File: config.mk
export PLATFORM = sky130hd
export DESIGN_NAME = sfu_ctrl_flat
export DESIGN_NICKNAME = d
export VERILOG_FILES = /design/src/rtl/sfu_ctrl_if.sv /design/src/rtl/sfu_ctrl.sv /design/src/flat_wrapper.sv
export SDC_FILE = /design/constraint.sdc
export NUM_CORES = 1
export LEC_CHECK = 0
export ABC_AREA = 0
export ABC_CLOCK_PERIOD_IN_PS = 2450
export BUFFER_PORTS_ARGS = -buffer_cell sky130_fd_sc_hd__buf_2
export CORE_ASPECT_RATIO = 0.6
export CORE_MARGIN = 2
export CORE_UTILIZATION = 45
export DETAILED_ROUTE_END_ITERATION = 12
export PLACE_DENSITY = 0.66
export SLEW_MARGIN = 20
export SYNTH_ARGS = -nofsm -noshare
export SYNTH_HDL_FRONTEND = slang
export SYNTH_SLANG_ARGS = --single-unit
File: constraint.sdc
create_clock -name clk -period 2.45 [get_ports clk]
set_input_delay 0.3675 -clock clk [delete_from_list [all_inputs] [get_ports clk]]
set_output_delay 0.3675 -clock clk [all_outputs]
set_load 0.01 [all_outputs]
File: src/rtl/sfu_ctrl_if.sv
// rtl/sfu_ctrl_if.sv - command, psum-read, SFU-control and output-write signals of the SFU sequencer
interface sfu_ctrl_if #(
    parameter int ADDR_W = 11,
    parameter int CNT_W  = 8
);
    logic              start;
    logic              mode_i;
    logic [CNT_W-1:0]  n_out;
    logic [CNT_W-1:0]  n_kij;
    logic              hold_i;
    logic              busy;
    logic              done;
    logic              pmem_rd;
    logic [ADDR_W-1:0] pmem_addr;
    logic              psum_vld;
    logic              sfu_acc;
    logic              sfu_mode;
    logic              omem_wr;
    logic [ADDR_W-1:0] omem_addr;

    modport master (
        output start, mode_i, n_out, n_kij, hold_i,
        input  busy, done, pmem_rd, pmem_addr, psum_vld, sfu_acc, sfu_mode, omem_wr, omem_addr
    );

    modport slave (
        input  start, mode_i, n_out, n_kij, hold_i,
        output busy, done, pmem_rd, pmem_addr, psum_vld, sfu_acc, sfu_mode, omem_wr, omem_addr
    );
endinterface

File: src/rtl/sfu_ctrl.sv
// rtl/sfu_ctrl.sv - sequences psum reads into the accumulate/ReLU SFU and writes finished outputs
module sfu_ctrl #(
    parameter int ADDR_W = 11,
    parameter int CNT_W  = 8,
    parameter int WB_DLY = 2
) (
    input  logic      clk,
    input  logic      reset,
    sfu_ctrl_if.slave bus
);
    localparam logic [2:0] S_IDLE  = 3'd0;
    localparam logic [2:0] S_GAP   = 3'd1;
    localparam logic [2:0] S_RD    = 3'd2;
    localparam logic [2:0] S_WAIT  = 3'd3;
    localparam logic [2:0] S_OS_RD = 3'd4;
    localparam logic [2:0] S_FIN   = 3'd5;

    localparam int              WC_W      = (WB_DLY > 1) ? $clog2(WB_DLY) : 1;
    localparam logic [WC_W-1:0] WAIT_LAST = WC_W'(WB_DLY - 1);

    logic [2:0]        r_state;
    logic              r_sfu_mode;
    logic [CNT_W-1:0]  r_n_out;
    logic [CNT_W-1:0]  r_n_kij;
    logic [CNT_W-1:0]  r_o;
    logic [CNT_W-1:0]  r_kij;
    logic [WC_W-1:0]   r_wcnt;
    logic [ADDR_W-1:0] r_ptr;
    logic              r_psum_vld;
    logic              r_sfu_acc;
    logic              r_omem_wr;
    logic [ADDR_W-1:0] r_omem_addr;

    logic              w_os_rd;
    logic              w_pmem_rd;
    logic [ADDR_W-1:0] w_pmem_addr;
    logic              w_wait_last;
    logic              w_kij_last;
    logic              w_zero_run;

    // In OS the o==n_out pass through OS_RD is the drain cycle that lets the last write land.
    assign w_os_rd     = (r_state == S_OS_RD) && (r_o != r_n_out) && !bus.hold_i;
    assign w_pmem_rd   = (r_state == S_RD) || w_os_rd;
    assign w_pmem_addr = (r_state == S_RD) ? r_ptr : (w_os_rd ? ADDR_W'(r_o) : '0);
    assign w_wait_last = (r_state == S_WAIT) && (r_wcnt == WAIT_LAST);
    assign w_kij_last  = (r_kij == r_n_kij - CNT_W'(1));
    assign w_zero_run  = (bus.n_out == '0) || (!bus.mode_i && (bus.n_kij == '0));

    always_ff @(posedge clk or posedge reset) begin
        if (reset) begin
            r_state     <= S_IDLE;
            r_sfu_mode  <= 1'b0;
            r_n_out     <= '0;
            r_n_kij     <= '0;
            r_o         <= '0;
            r_kij       <= '0;
            r_wcnt      <= '0;
            r_ptr       <= '0;
            r_psum_vld  <= 1'b0;
            r_sfu_acc   <= 1'b0;
            r_omem_wr   <= 1'b0;
            r_omem_addr <= '0;
        end else begin
            r_psum_vld <= w_pmem_rd;
            r_sfu_acc  <= (r_state == S_RD);
            r_omem_wr  <= w_wait_last || w_os_rd;
            if (w_wait_last || w_os_rd) begin
                r_omem_addr <= ADDR_W'(r_o);
            end

            case (r_state)
                S_IDLE: begin
                    if (bus.start) begin
                        r_sfu_mode <= bus.mode_i;
                        r_n_out    <= bus.n_out;
                        r_n_kij    <= bus.n_kij;
                        r_o        <= '0;
                        r_state    <= w_zero_run ? S_FIN : S_GAP;
                    end
                end
                S_GAP: begin
                    // Completion is tested before hold so a held core cannot stall the final done.
                    if (r_sfu_mode) begin
                        r_state <= S_OS_RD;
                    end else if (r_o == r_n_out) begin
                        r_state <= S_FIN;
                    end else if (!bus.hold_i) begin
                        r_ptr   <= ADDR_W'(r_o);
                        r_kij   <= '0;
                        r_state <= S_RD;
                    end
                end
                S_RD: begin
                    r_ptr <= r_ptr + ADDR_W'(r_n_out);
                    r_kij <= r_kij + CNT_W'(1);
                    if (w_kij_last) begin
                        r_wcnt  <= '0;
                        r_state <= S_WAIT;
                    end
                end
                S_WAIT: begin
                    r_wcnt <= r_wcnt + WC_W'(1);
                    if (w_wait_last) begin
                        r_o     <= r_o + CNT_W'(1);
                        r_state <= S_GAP;
                    end
                end
                S_OS_RD: begin
                    if (r_o == r_n_out) begin
                        r_state <= S_FIN;
                    end else if (!bus.hold_i) begin
                        r_o <= r_o + CNT_W'(1);
                    end
                end
                S_FIN: begin
                    r_state <= S_IDLE;
                end
                default: begin
                    r_state <= S_IDLE;
                end
            endcase
        end
    end

    assign bus.busy      = (r_state != S_IDLE);
    assign bus.done      = (r_state == S_FIN);
    assign bus.pmem_rd   = w_pmem_rd;
    assign bus.pmem_addr = w_pmem_addr;
    assign bus.psum_vld  = r_psum_vld;
    assign bus.sfu_acc   = r_sfu_acc;
    assign bus.sfu_mode  = r_sfu_mode;
    assign bus.omem_wr   = r_omem_wr;
    assign bus.omem_addr = r_omem_addr;
endmodule

File: src/flat_wrapper.sv
// flat-port wrapper written by rule: the top's interface ports become plain ports
module sfu_ctrl_flat 
#(
    parameter int ADDR_W = 11,
    parameter int CNT_W  = 8,
    parameter int WB_DLY = 2
)
  (clk, reset, bus_start, bus_mode_i, bus_n_out, bus_n_kij, bus_hold_i, bus_busy, bus_done, bus_pmem_rd, bus_pmem_addr, bus_psum_vld, bus_sfu_acc, bus_sfu_mode, bus_omem_wr, bus_omem_addr);
  sfu_ctrl_if #(.ADDR_W(ADDR_W), .CNT_W(CNT_W)) bus_i ();
  input  logic clk;
  input  logic reset;
  input wire logic [$bits(bus_i.start)-1:0] bus_start;
  input wire logic [$bits(bus_i.mode_i)-1:0] bus_mode_i;
  input wire logic [$bits(bus_i.n_out)-1:0] bus_n_out;
  input wire logic [$bits(bus_i.n_kij)-1:0] bus_n_kij;
  input wire logic [$bits(bus_i.hold_i)-1:0] bus_hold_i;
  output wire logic [$bits(bus_i.busy)-1:0] bus_busy;
  output wire logic [$bits(bus_i.done)-1:0] bus_done;
  output wire logic [$bits(bus_i.pmem_rd)-1:0] bus_pmem_rd;
  output wire logic [$bits(bus_i.pmem_addr)-1:0] bus_pmem_addr;
  output wire logic [$bits(bus_i.psum_vld)-1:0] bus_psum_vld;
  output wire logic [$bits(bus_i.sfu_acc)-1:0] bus_sfu_acc;
  output wire logic [$bits(bus_i.sfu_mode)-1:0] bus_sfu_mode;
  output wire logic [$bits(bus_i.omem_wr)-1:0] bus_omem_wr;
  output wire logic [$bits(bus_i.omem_addr)-1:0] bus_omem_addr;
  assign bus_i.start = bus_start;
  assign bus_i.mode_i = bus_mode_i;
  assign bus_i.n_out = bus_n_out;
  assign bus_i.n_kij = bus_n_kij;
  assign bus_i.hold_i = bus_hold_i;
  assign bus_busy = bus_i.busy;
  assign bus_done = bus_i.done;
  assign bus_pmem_rd = bus_i.pmem_rd;
  assign bus_pmem_addr = bus_i.pmem_addr;
  assign bus_psum_vld = bus_i.psum_vld;
  assign bus_sfu_acc = bus_i.sfu_acc;
  assign bus_sfu_mode = bus_i.sfu_mode;
  assign bus_omem_wr = bus_i.omem_wr;
  assign bus_omem_addr = bus_i.omem_addr;
  sfu_ctrl #(.ADDR_W(ADDR_W), .CNT_W(CNT_W), .WB_DLY(WB_DLY)) u_core (.clk(clk), .reset(reset), .bus(bus_i));
endmodule
==> out/results.txt <==
Run status - complete, no violations
Count of clock tree sinks - 59
Leading cell types in the layout, fill and taps excluded - nand2_1 (62), dfrtp_1 (57), buf_2 (46)
Summed area of non-filler cells in the final layout - 0.00438 mm²
DIE WIDTH - 119 µm
Classification of the worst-slack hold path - in2async
Fraction of layout cells with a size suffix above 1 - 25.5%
Min cycle time layout - 2.39 ns
Number of antenna violations at the first check in global routing - 0
Power spent charging and discharging nets - 2.27 mW
Total of warnings raised by yosys - 0
Leading cell types by total area after synthesis - dfrtp_1 (42%), nand2_1 (6.6%), xor2_1 (5.7%)
Largest voltage drop on the vdd net - 454 µV
Wire length of the first global-routing pass - 14.9 mm
Die Ht - 72.8 µm
Unrepaired setup endpoints after global routing - false
Area Overhead vs Synth - 23.5%
Worst-Margin Slew - 0.816 ns
Gp weighted congestion - 0.837
Sum of negative setup slack - 0 ns
Via total after detailed routing - 2,959
DRT iter0 DRCs - 177
Max_slew headroom - 45.6%
Clock buffer count from CTS - 9
Clock tree from TritonCTS - done
Die Footprint - 0.00863 mm²
CTS hold repair buffers - 0
Max-cap violations - 0
Placed standard-cell area - 0.00396 mm²
Number of register bits inferred by synthesis - 59
Share of the yosys chip area belonging to registers - 41.6%
CTS root buf - clkbuf_16
Fill count - 717
ANT cells - 0
Gr ovfl total - 0
Core region area - 0.00776 mm²
Number of setup violations in the final report - 0
Avg WL per Cell - 17.0 µm
Combined global-route utilization of all metal layers - 23.0%
Power per cell area - 1310 mW/mm²
Number of synthesized flops with an enable pin - 0
Largest fanout on the critical path - 10
Largest area contributor in the netlist - dfrtp_1
Final period util - 97.8%
Count of unique library cells instantiated by Yosys - 52
Critical setup path kind - reg2out
Final clock skew - 0.00895 ns
Clock-pin slew on the worst setup and hold paths - 0.05 ns
Clock latency at the later pin of the worst-skew pair - 0.34 ns
Total wire length after detailed routing - 9.21 mm
Async set-reset flop share out of synthesis - 100%
Number of core rows - 25
Synth top area share - 41.6%
Share of total power in sequential cells - 30.0%
Number of top-level pins - 50
Detailed-route vias per instance - 5.45
Combinational group share of total power - 44.5%
Post-synthesis average cell area - 9.59 µm²
Data required time of the critical path - 2.08 ns
H-Tree Level Count - 3
Total of buffers placed on input and output ports - 46
Clock Tree Buf Depth - 2
Number of global-route vias before repair - 2,771
Startpoint kind of the worst setup timing path - flip-flop
P_int - 3.48 mW
Total half-perimeter wirelength after legalization and detailed placement - 6.73 mm
Worst Path Arrival - 2.03 ns
Leakage power - 2.12 nW
Peak Freq - 418 MHz
Sw Share - 39.5%
Final Hold Fails - 0
Starting utilization of the core area - 45.7%
Detailed-routing iteration count for the pre-antenna-repair pass - 4
Largest net degree at the start of global routing - 31
Leading cell type in the layout, fill and taps excluded - nand2_1
Number of pins exceeding their max-slew limit in the final report - 0
Number of nets still failing antenna checks after routing - 0
Final routed DRC violation total - 0
Area of the mapped netlist - 0.00355 mm²
Synth Flop Type - dfrtp_1
Gate count of the mapped netlist - 370
Number of nets in the final layout - 463
Endpoint kind of the worst setup timing path - output port
Part of the total power dissipated in the clock network - 25.6%
==> registers in the layout (all words and copies together), names as in the netlist <==
name	count
u_core.bus.sfu_acc	1
u_core.r_ptr	11
u_core.r_kij	8
u_core.bus.omem_wr	1
u_core.bus.sfu_mode	1
u_core.r_state	3
u_core.r_n_out	8
u_core.bus.psum_vld	1
u_core.r_o	8
u_core.bus.omem_addr	8
u_core.r_wcnt	1
u_core.r_n_kij	8
==> power groups by stage <==
| stage | Clock (mW) | Sequential (mW) | Combinational, mW |
|---|---|---|---|
| after floorplan | 0 | 1.62 | 1.82 |
| after global placement | 0 | 1.71 | 2.32 |
| after detailed placement | 0 | 1.73 | 2.41 |
| after CTS | 1.49 | 1.71 | 2.51 |
| after global routing | 1.54 | 1.77 | 2.85 |
| final | 1.47 | 1.72 | 2.56 |
==> critical path, cell delays in order (launching register included) <==
cell and delay (ns):
dfrtp_2 0.42, xor2_2 0.19, nor4_4 0.36, a211oi_4 0.11, buf_12 0.16, or2_2 0.30
buf_2 0.14
==> metal layers <==
layer  vias to the layer above  track usage [%]  wire [µm]
met2                       109             32.3       3720
met3                         7             7.50        798
met1                      1399             34.6       4630
li1                       1444                -          -
met5                         -                0          0
met4                         0             4.63         69
==> Yosys cell counts, drive strengths merged, types with 3 or more instances <==
library cell	number
and2	6
o22ai	4
nor3	7
nand2	62
xor2	23
xnor2	3
mux2	10
and4	4
mux2i	13
and3	5
o21ai	19
clkbuf	13
o311ai	4
or4	5
inv	10
a21oi	14
o21a	5
buf	11
ha	11
nor2	17
a211oi	8
o31ai	6
nand2b	4
nor4	8
a22o	10
dfrtp	59
nand3	5
a21o	3
==> kinds of logic (layout without fill, tap and decap cells) <==
group,Yosys count,count (layout),share of synthesized area [%]
fa+ha+maj,12,12,4.44
flops,59,59,41.6
other cells,1,3,0.106
mux,23,23,7.58
compound gates,83,83,16.3
simple gates,132,132,18.9
xor+xnor,26,26,6.42
buf+inv,34,97,4.66
==> area by class of cell <==
type                            count  area [µm²]  share of cell area (%)
Inverter                           10        37.5                   0.857
Multi-Input combinational cell    279        1940                    44.3
Clock inverter                      5         100                    2.29
Timing Repair Buffer               71         443                    10.1
Clock buffer                       11         243                    5.54
Sequential cell                    59        1480                    33.8
Tap cell                          108         135                    3.09
==> what timing repair did <==
| item | CTS | global route |
|---|---|---|
| pin swaps | 3 | 4 |
| gates resized for setup | 1 | 4 |
| setup endpoints to repair | 9 | 3 |
| setup buffers | 4 | 2 |
==> worst paths after layout <==
kind,start,end,slack [ns],cells after the start
worst min register to register,u_core.bus.omem_addr[7],u_core.bus.omem_addr[7],0.50,1
worst max register to register,u_core.r_ptr[0],u_core.r_ptr[10],0.21,7
worst max-delay path,u_core.r_n_out[2],bus_pmem_rd,0.06,6
worst min-delay path,reset,u_core.bus.omem_addr[2],0.13,2
max in group asynchronous,reset,u_core.r_n_out[2],1.58,3
min in group clk,bus_n_kij[4],u_core.r_n_kij[4],0.24,3
==> per-stage QoR <==
| step | std cells | total power, mW | hold slack (ns) | worst slack [ns] | utilization [%] |
|---|---|---|---|---|---|
| after floorplan | 372 | 3.44 | 0.465 | 0.327 | - |
| after global placement | 521 | 4.03 | 0.489 | 0.156 | 51.0 |
| after detailed placement | 521 | 4.14 | 0.495 | 0.0788 | 51.0 |
| after CTS | 541 | 5.71 | 0.145 | 0.0246 | 56.0 |
| after global routing | 543 | 6.16 | 0.177 | 0.00155 | 56.5 |
| final | 543 | 5.75 | 0.131 | 0.0551 | 56.5 |
(Power assumes the default switching activity.)
